### config.mk
export PLATFORM = sky130hd
export DESIGN_NAME = ram_param_flat
export DESIGN_NICKNAME = d
export VERILOG_FILES = /design/src/rtl/ram_param_if.sv /design/src/rtl/ram_param.sv /design/src/flat_wrapper.sv
export SDC_FILE = /design/constraint.sdc
export NUM_CORES = 1
export LEC_CHECK = 0
export ABC_CLOCK_PERIOD_IN_PS = 3150
export CAP_MARGIN = 15
export CORE_MARGIN = 2
export CORE_UTILIZATION = 57
export DETAILED_ROUTE_END_ITERATION = 10
export PLACE_DENSITY = 0.79
export SLEW_MARGIN = 20
export SYNTH_ARGS = -nofsm -noshare
export SYNTH_HDL_FRONTEND = slang
export SYNTH_SLANG_ARGS = --single-unit
### constraint.sdc
create_clock -name clk -period 3.15 [get_ports clk]
set_input_delay 0.7875 -clock clk [delete_from_list [all_inputs] [get_ports clk]]
set_output_delay 0.7875 -clock clk [all_outputs]
set_load 0.005 [all_outputs]
### src/rtl/ram_param_if.sv
// Bus bundle for ram_param: user write port, user read port and status.
//
// Handshake: ready is a level, not a per-transfer acknowledge. A write
// (we) or read (re) is accepted on a rising edge only when ready was 1
// before that edge and init_req is 0 on that edge. Nothing is queued.
// Each accepted read returns rdata with rvalid=1 one cycle later.
// rvalid is a single-cycle qualifier with no back-pressure.
interface ram_param_if #(
   parameter int DATA_WIDTH = 8,
   parameter int ADDR_WIDTH = 3
);
   logic                  init_req;
   logic                  we;
   logic [ADDR_WIDTH-1:0] waddr;
   logic [DATA_WIDTH-1:0] wdata;
   logic                  re;
   logic [ADDR_WIDTH-1:0] raddr;
   logic [DATA_WIDTH-1:0] rdata;
   logic                  rvalid;
   logic                  ready;

   modport master (
      output init_req, we, waddr, wdata, re, raddr,
      input  rdata, rvalid, ready
   );

   modport slave (
      input  init_req, we, waddr, wdata, re, raddr,
      output rdata, rvalid, ready
   );
endinterface

### src/rtl/ram_param.sv
// Simple dual-port RAM (one write port, one registered read port).
// A self-clearing sweep writes INIT_VALUE to every word after reset or
// on request. User accesses are only accepted once the sweep is done.
module ram_param #(
   parameter int          DATA_WIDTH = 8,
   parameter int          ADDR_WIDTH = 3,
   parameter logic [63:0] INIT_VALUE = 64'd0,
   parameter bit          BYPASS     = 1'b1
) (
   input  logic        clk,
   input  logic        clear,
   ram_param_if.slave  bus,
   output logic        o_dbg_state   // 1 = RUN, 0 = INIT sweep
);

   localparam int                    DEPTH     = 2 ** ADDR_WIDTH;
   localparam logic [DATA_WIDTH-1:0] INIT_WORD = INIT_VALUE[DATA_WIDTH-1:0];
   localparam logic [ADDR_WIDTH-1:0] PTR_LAST  = ADDR_WIDTH'(DEPTH - 1);
   localparam logic [ADDR_WIDTH-1:0] PTR_ONE   = ADDR_WIDTH'(1);

   typedef enum logic {
      ST_INIT = 1'b0,
      ST_RUN  = 1'b1
   } state_t;

   state_t                r_state;
   state_t                w_state_nxt;
   logic [ADDR_WIDTH-1:0] r_ptr;
   logic [ADDR_WIDTH-1:0] w_ptr_nxt;
   logic                  r_ready;
   logic                  w_ready_nxt;
   logic                  r_rvalid;
   logic [DATA_WIDTH-1:0] r_rdata;
   logic [DATA_WIDTH-1:0] r_mem [DEPTH];

   logic                  w_sweep_we;
   logic                  w_user_we;
   logic                  w_user_re;
   logic                  w_bypass_hit;

   // Next state, sweep pointer and gated user strobes. init_req wins over
   // we/re on the same edge. Sweep writes stay off while clear is high
   // because the array has no reset of its own.
   always_comb begin
      w_state_nxt = r_state;
      w_ptr_nxt   = r_ptr;
      w_ready_nxt = r_ready;
      w_sweep_we  = 1'b0;
      w_user_we   = 1'b0;
      w_user_re   = 1'b0;
      case (r_state)
         ST_INIT: begin
            w_sweep_we = ~clear;
            w_ptr_nxt  = r_ptr + PTR_ONE;
            if (r_ptr == PTR_LAST) begin
               w_state_nxt = ST_RUN;
               w_ready_nxt = 1'b1;
            end
         end
         ST_RUN: begin
            if (bus.init_req) begin
               w_state_nxt = ST_INIT;
               w_ready_nxt = 1'b0;
               w_ptr_nxt   = '0;
            end else begin
               w_user_we = bus.we;
               w_user_re = bus.re;
            end
         end
         default: begin
            w_state_nxt = ST_INIT;
            w_ready_nxt = 1'b0;
            w_ptr_nxt   = '0;
         end
      endcase
   end

   // Same-address write and read on one edge: forward wdata in write-first mode.
   assign w_bypass_hit = BYPASS && w_user_we && (bus.waddr == bus.raddr);

   // FSM state, sweep pointer and the registered ready flag.
   always_ff @(posedge clk or posedge clear) begin
      if (clear) begin
         r_state <= ST_INIT;
         r_ptr   <= '0;
         r_ready <= 1'b0;
      end else begin
         r_state <= w_state_nxt;
         r_ptr   <= w_ptr_nxt;
         r_ready <= w_ready_nxt;
      end
   end

   // Storage array: sweep writes during INIT, user writes during RUN.
   always_ff @(posedge clk) begin
      if (w_sweep_we) begin
         r_mem[r_ptr] <= INIT_WORD;
      end else if (w_user_we) begin
         r_mem[bus.waddr] <= bus.wdata;
      end
   end

   // Registered read port. rdata holds its value when no read is accepted.
   always_ff @(posedge clk or posedge clear) begin
      if (clear) begin
         r_rvalid <= 1'b0;
         r_rdata  <= '0;
      end else begin
         r_rvalid <= w_user_re;
         if (w_user_re) begin
            r_rdata <= w_bypass_hit ? bus.wdata : r_mem[bus.raddr];
         end
      end
   end

   assign bus.rdata   = r_rdata;
   assign bus.rvalid  = r_rvalid;
   assign bus.ready   = r_ready;
   assign o_dbg_state = (r_state == ST_RUN);

endmodule
### src/flat_wrapper.sv
// flat-port wrapper written by rule: the top's interface ports become plain ports
module ram_param_flat 
#(
   parameter int          DATA_WIDTH = 8,
   parameter int          ADDR_WIDTH = 3,
   parameter logic [63:0] INIT_VALUE = 64'd0,
   parameter bit          BYPASS     = 1'b1
)
  (clk, clear, o_dbg_state, bus_init_req, bus_we, bus_waddr, bus_wdata, bus_re, bus_raddr, bus_rdata, bus_rvalid, bus_ready);
  ram_param_if #(.DATA_WIDTH(DATA_WIDTH), .ADDR_WIDTH(ADDR_WIDTH)) bus_i ();
  input  logic clk;
  input  logic clear;
  output logic o_dbg_state;
  input wire logic [$bits(bus_i.init_req)-1:0] bus_init_req;
  input wire logic [$bits(bus_i.we)-1:0] bus_we;
  input wire logic [$bits(bus_i.waddr)-1:0] bus_waddr;
  input wire logic [$bits(bus_i.wdata)-1:0] bus_wdata;
  input wire logic [$bits(bus_i.re)-1:0] bus_re;
  input wire logic [$bits(bus_i.raddr)-1:0] bus_raddr;
  output wire logic [$bits(bus_i.rdata)-1:0] bus_rdata;
  output wire logic [$bits(bus_i.rvalid)-1:0] bus_rvalid;
  output wire logic [$bits(bus_i.ready)-1:0] bus_ready;
  assign bus_i.init_req = bus_init_req;
  assign bus_i.we = bus_we;
  assign bus_i.waddr = bus_waddr;
  assign bus_i.wdata = bus_wdata;
  assign bus_i.re = bus_re;
  assign bus_i.raddr = bus_raddr;
  assign bus_rdata = bus_i.rdata;
  assign bus_rvalid = bus_i.rvalid;
  assign bus_ready = bus_i.ready;
  ram_param #(.DATA_WIDTH(DATA_WIDTH), .ADDR_WIDTH(ADDR_WIDTH), .INIT_VALUE(INIT_VALUE), .BYPASS(BYPASS)) u_core (.clk(clk), .clear(clear), .bus(bus_i), .o_dbg_state(o_dbg_state));
endmodule
# After elaboration in Yosys (flattened, before gate mapping)
# Memory sizes are Yosys's and may differ from the RTL's. A register that Yosys moved wholly into a read port is not among the register bits.
# Index checks and enable logic that the tools add are counted.
[classes]
n_reduce_logical = 2
mux = 21
n_addsub = 1
n_eq_ne = 3
n_bitwise = 2
[op_table]
columns = ["op", "n"]
rows = [
  ["$mux 1", 15],
  ["$mux 8", 1],
  ["$reduce_or 8->1", 1],
  ["$mux 3", 2],
  ["$pmux 3 s2", 1],
  ["$pmux 1 s2", 2],
  ["$add 3x1->3 const B", 1],
  ["$eq 3x3->1 const B", 1],
  ["$ne 2x1->1 const B", 1],
  ["$ne 2x2->1 const B", 1],
  ["$not 1->1", 2],
  ["$reduce_and 2->1", 1],
]
[totals]
output_inout_bits = 11
ram_bits = 64
register_bits = 6
input_bits = 19
elab_cells = 34
memories = 1
[memory_table]
columns = ["memory", "depth", "width", "rd", "rd_ports_with_merged_regs", "wr", "line", "rtl"]
rows = [
  ["u_core.r_mem", 8, 8, 1, 1, 1, "ram_param.sv:34", "logic [DATA_WIDTH-1:0] r_mem [DEPTH];"],
]

# Longest topological paths before layout
[depth]
depth_word = 7
depth_mapped = 7
ltp_nobuf = 6

# Worst setup path before layout
# Ideal clock, no wire load.
[synth_timing]
path_kind = "input to register"
start = "input port bus_init_req"
end = "memory u_core.r_mem[1][0] (enable)"
arrival_time_ns = 1.928
setup_ns = 0.370
setup_slack_ns = 0.852
path_stages = 5
path_buffers = 2
cell_sequence = "and3b_4 -> buf_6 -> buf_2 -> a22oi_1 -> nor2_1"
[synth_between]
elab_chain_cells = 7
[synth_rtl]
columns = ["element", "line", "rtl"]
rows = [
  ["start, declared", "flat_wrapper.sv:14", "input wire logic [$bits(bus_i.init_req)-1:0] bus_init_req;"],
  ["$mux 1 (*)", "ram_param.sv:61", "if (bus.init_req) begin"],
  ["$mux 1 (*)", "ram_param.sv:51", "case (r_state)"],
  ["$mux 1 (*)", "ram_param.sv:98", "end else if (w_user_we) begin"],
  ["$mux 1 (*)", "ram_param.sv:96", "if (w_sweep_we) begin"],
  ["$mux 1 (not written as such) (*)", "ram_param.sv:99", "r_mem[bus.waddr] <= bus.wdata;"],
  ["$reduce_or 8->1 (no source line)", "-", ""],
  ["$mux 3 (no source line) or $mux 1 (tied branches)", "-", ""],
  ["end, declared", "ram_param.sv:34", ""],
]
# Every way passes the cells marked *; elsewhere a longest branch is shown, timed or not.

# Final worst setup path
[layout_timing]
start = "input port bus_init_req"
end = "register u_core.r_rdata[6], in the netlist u_core.bus.rdata[6], read port of u_core.r_mem"
[layout_between]
elab_chain_cells = 2
[layout_rtl]
columns = ["element", "line", "rtl"]
rows = [
  ["$mux 1", "ram_param.sv:61", ""],
  ["$mux 1", "ram_param.sv:51", ""],
  ["end, declared", "ram_param.sv:33", "logic [DATA_WIDTH-1:0] r_rdata;"],
]
# Every way passes these cells.
# A chain may end at the register's enable or synchronous reset.

==> summary.md <==
| Metric | Value |
|---|---|
| Status | `finished clean` |
| Worst R2R Path Depth | `6` |
| Period utilization | `0.820` |
| Area of the multi-input gates | `1010 sq um` |
| Ys async rst share | `0.179` |
| RSZ-0062 raised after global routing | `no` |
| Vias in the first global route | `1978` |
| Port bufs | `29` |
| I/O pin count | `30` |
| First-pass GRT wire length | `11100 um` |
| Req. time, crit path | `3390 ps` |
| Syn avg cell area | `15.6 sq um` |
| Ranking of synthesized cells by area | `edfxtp_1 57%, mux4_2 11%, dfrtp_1 10%, nand2_1 2.6%, and2_1 2.0%` |
| Site row count | `28` |
| Initial DRC Count | `262` |
| Routed len/inst | `21.4 um` |
| CTS Hold Bufs | `0` |
| Dominant synthesized flop cell | `edfxtp_1` |
| Register area | `2270 sq um` |
| TritonRoute pass-1 iters | `5` |
| Clk_lat worst skew | `360 ps` |
| Placed cell areas | `3760 sq um` |
| # DRC | `0` |
| Peak supply drop | `0.000471 V` |
| Die area | `6540 sq um` |
| Worst hold start | `u_core.bus.rdata[6]` |
| Max FO, Critical Path | `19` |
| Initial Util | `0.580` |
| Worst-Margin Slew | `803 ps` |
| Fill cell count | `402` |
| Crit path max-delay family | `compound AO/OA/AOI/OAI gates` |
| Fin. Hold Viols | `0` |
| Mapped Nets | `237` |
| Peak Freq | `387 MHz` |
| Bufs and invs on worst path | `2` |
| Clock root cell | `clkbuf_8` |
| Post-route ant nets | `0` |
| Nets | `276` |
| Worst r2r dst | `u_core.bus.rdata[6]` |
| Post_cts resized | `0` |
| Die Width | `80.9 um` |
| Final setup fails | `0` |
| Maxcap violations | `0` |
| Vias per cell | `6.24` |
| RD Place Congestion | `0.865` |
| Largest net degree at the start of global routing | `21` |
| Worst Hold Path Cells | `2` |
| CP max stage delay | `440 ps` |
| TritonCTS Buffers | `9` |
| CP Capture Type | `register` |
| Pwr dens | `769 nW/um^2` |
| CTS tree | `built` |
| Worst Setup Start Kind | `input pin` |
| Headroom to the max-slew limit | `0.463` |
| Clk sink count | `78` |
| Fraction of layout cells with a size suffix above 1 | `0.170` |
| Sequential share of the synthesized area | `0.674` |
| Gr ovfl total | `0` |
| Post-CTS Setup Inserts | `0` |
| Synth Instances | `216` |
| Ys Warns | `0` |
| Synth area leader | `edfxtp_1` |
| Pins Over Slew Limit | `0` |
| CP cell instances | `clkdlybuf4s50_1 -> and3b_4 -> buf_4 -> mux2i_1 -> o22ai_2 -> o31ai_1 -> o21ai_1` |
| CTS H-tree lvls | `3` |
| Core area | `5820 sq um` |
| Final Critical Period | `2580 ps` |
| Post-route cell area | `3980 sq um` |
| Area share of the largest cell type after synthesis | `0.570` |
| Crit Reg-Reg Startpoint | `u_core.o_dbg_state` |
| Total global-route track usage | `0.244` |
| Unique masters post-synth | `38` |
| Ant. Diodes | `0` |
| Die Ht | `80.9 um` |
| Via count | `2084` |
| Register bit total from synthesis | `78` |
| Clock transition at the registers of the reported paths | `80 ps` |
| DRT Wirelength | `7160 um` |
| Worst min-delay path endpoint | `u_core.bus.rdata[6]` |
| CP max stage cell | `and3b_4` |
| FF-to-FF setup slack | `960 ps` |
| Area grow syn2layout | `17.9%` |
| Setup TNS | `0 ps` |
| Synthesized area | `3370 sq um` |
| Leak | `1.40 nW` |
| Post-synth EDFFs | `64` |
| Initial antenna violation count | `0` |
| Post-DP HPWL | `4640 um` |
| Setup Skew | `9.80 ps` |
| Critical path data arrival time | `2820 ps` |
| Min-Delay Path Class | `reg -> reg` |
| CP Class | `in -> reg` |
| Clk buf depth | `2` |
## cell usage in the layout, fill, tap and decap left out, types with 2 or more instances in the layout
master	netlist	routed
o31ai_1	3	3
clkinvlp_4	0	2
bufinv_16	0	2
ha_1	2	2
clkdlybuf4s50_1	0	29
mux2i_1	2	2
buf_4	2	6
a31oi_1	9	9
clkbuf_8	0	9
a221oi_1	3	3
mux4_2	16	16
and2_1	11	11
a21oi_1	6	6
nand2_1	23	23
edfxtp_1	64	64
nor3b_1	2	2
dfrtp_1	14	14
nor3_1	2	2
o21ai_1	8	8
nor2_1	17	17
inv_1	7	7
o2bb2ai_1	2	2
## report_power, final
part | switching (mW) | leakage (nW) | internal [mW]
Combinational | 0.405 | 0.535 | 0.359
Clock | 0.367 | 0.0990 | 0.445
Sequential | 0.128 | 0.768 | 1.35
Total | 0.901 | 1.40 | 2.15
## cells in the mapped netlist, types with 3 or more instances
master    instances
and2_1           11
nor2_1           17
a21oi_1           6
edfxtp_1         64
a31oi_1           9
a221oi_1          3
dfrtp_1          14
mux4_2           16
o21ai_1           8
buf_2             3
nand2_1          23
o31ai_1           3
inv_1             7
## flip-flops by register name (all words and copies together), names as in the netlist
name / cells
u_core.bus.rvalid: 1
u_core.r_mem: 64
u_core.bus.ready: 1
u_core.r_ptr: 3
u_core.bus.rdata: 8
u_core.o_dbg_state: 1
## worst register-to-register path, cell delays in order (launching register included)
cell     delay, ps
dfrtp_1        510
and3b_4        390
buf_4          200
mux2i_1        260
o22ai_2        220
o31ai_1        400
o21ai_1        100
## metal layers
metal	GRT usage	share of wire	routed length (um)
met1	0.339	0.42	2970
met2	0.371	0.50	3550
met3	0.0533	0.065	464
met4	0.114	0.023	167
met5	0	0	0
## cells by family after synthesis
logic type | synth area share
AO/OA/AOI/OAI | 0.0935
multiplexers | 0.113
buffers and inverters | 0.0267
XOR/XNOR | 0.00520
adder cells (fa/ha/maj) | 0.00742
flip-flops | 0.674
AND/OR/NAND/NOR | 0.0802
## cell type report
type                       instances  area share
sequential                        78       0.572
multi-input combinational        121       0.254
timing repair buffer              36      0.0894
clock buffer                      10      0.0321
tap                               75      0.0236
clock inverter                     5      0.0211
inverter                           9     0.00850
## how the worst max path moves through the flow
| stage | startpoint | end | slack, ps | cells past startpoint |
|---|---|---|---|---|
| 2_1_floorplan | bus_init_req | u_core.r_mem[1][0] | 850 | 5 |
| 3_5_place_dp | bus_init_req | u_core.bus.rdata[6] | 250 | 7 |
| 5_1_grt | bus_init_req | u_core.bus.rdata[6] | 490 | 7 |
| 4_1_cts | bus_init_req | u_core.bus.rdata[6] | 610 | 7 |
| 3_3_place_gp | bus_init_req | u_core.r_mem[7][0] | 320 | 4 |
| 6_report | bus_init_req | u_core.bus.rdata[6] | 570 | 7 |
## stage by stage
stage	setup WS, ps	hold slack [ps]	std cells	power (mW)	util
after floorplan	852	479	216	1.92	-
after global placement	321	472	319	2.22	0.647
after detailed placement	251	491	319	2.25	0.647
after CTS	606	514	334	3.05	0.684
after global routing	487	538	334	3.19	0.684
final	568	510	334	3.06	0.684
No activity file was read; power rests on OpenSTA's default activity.
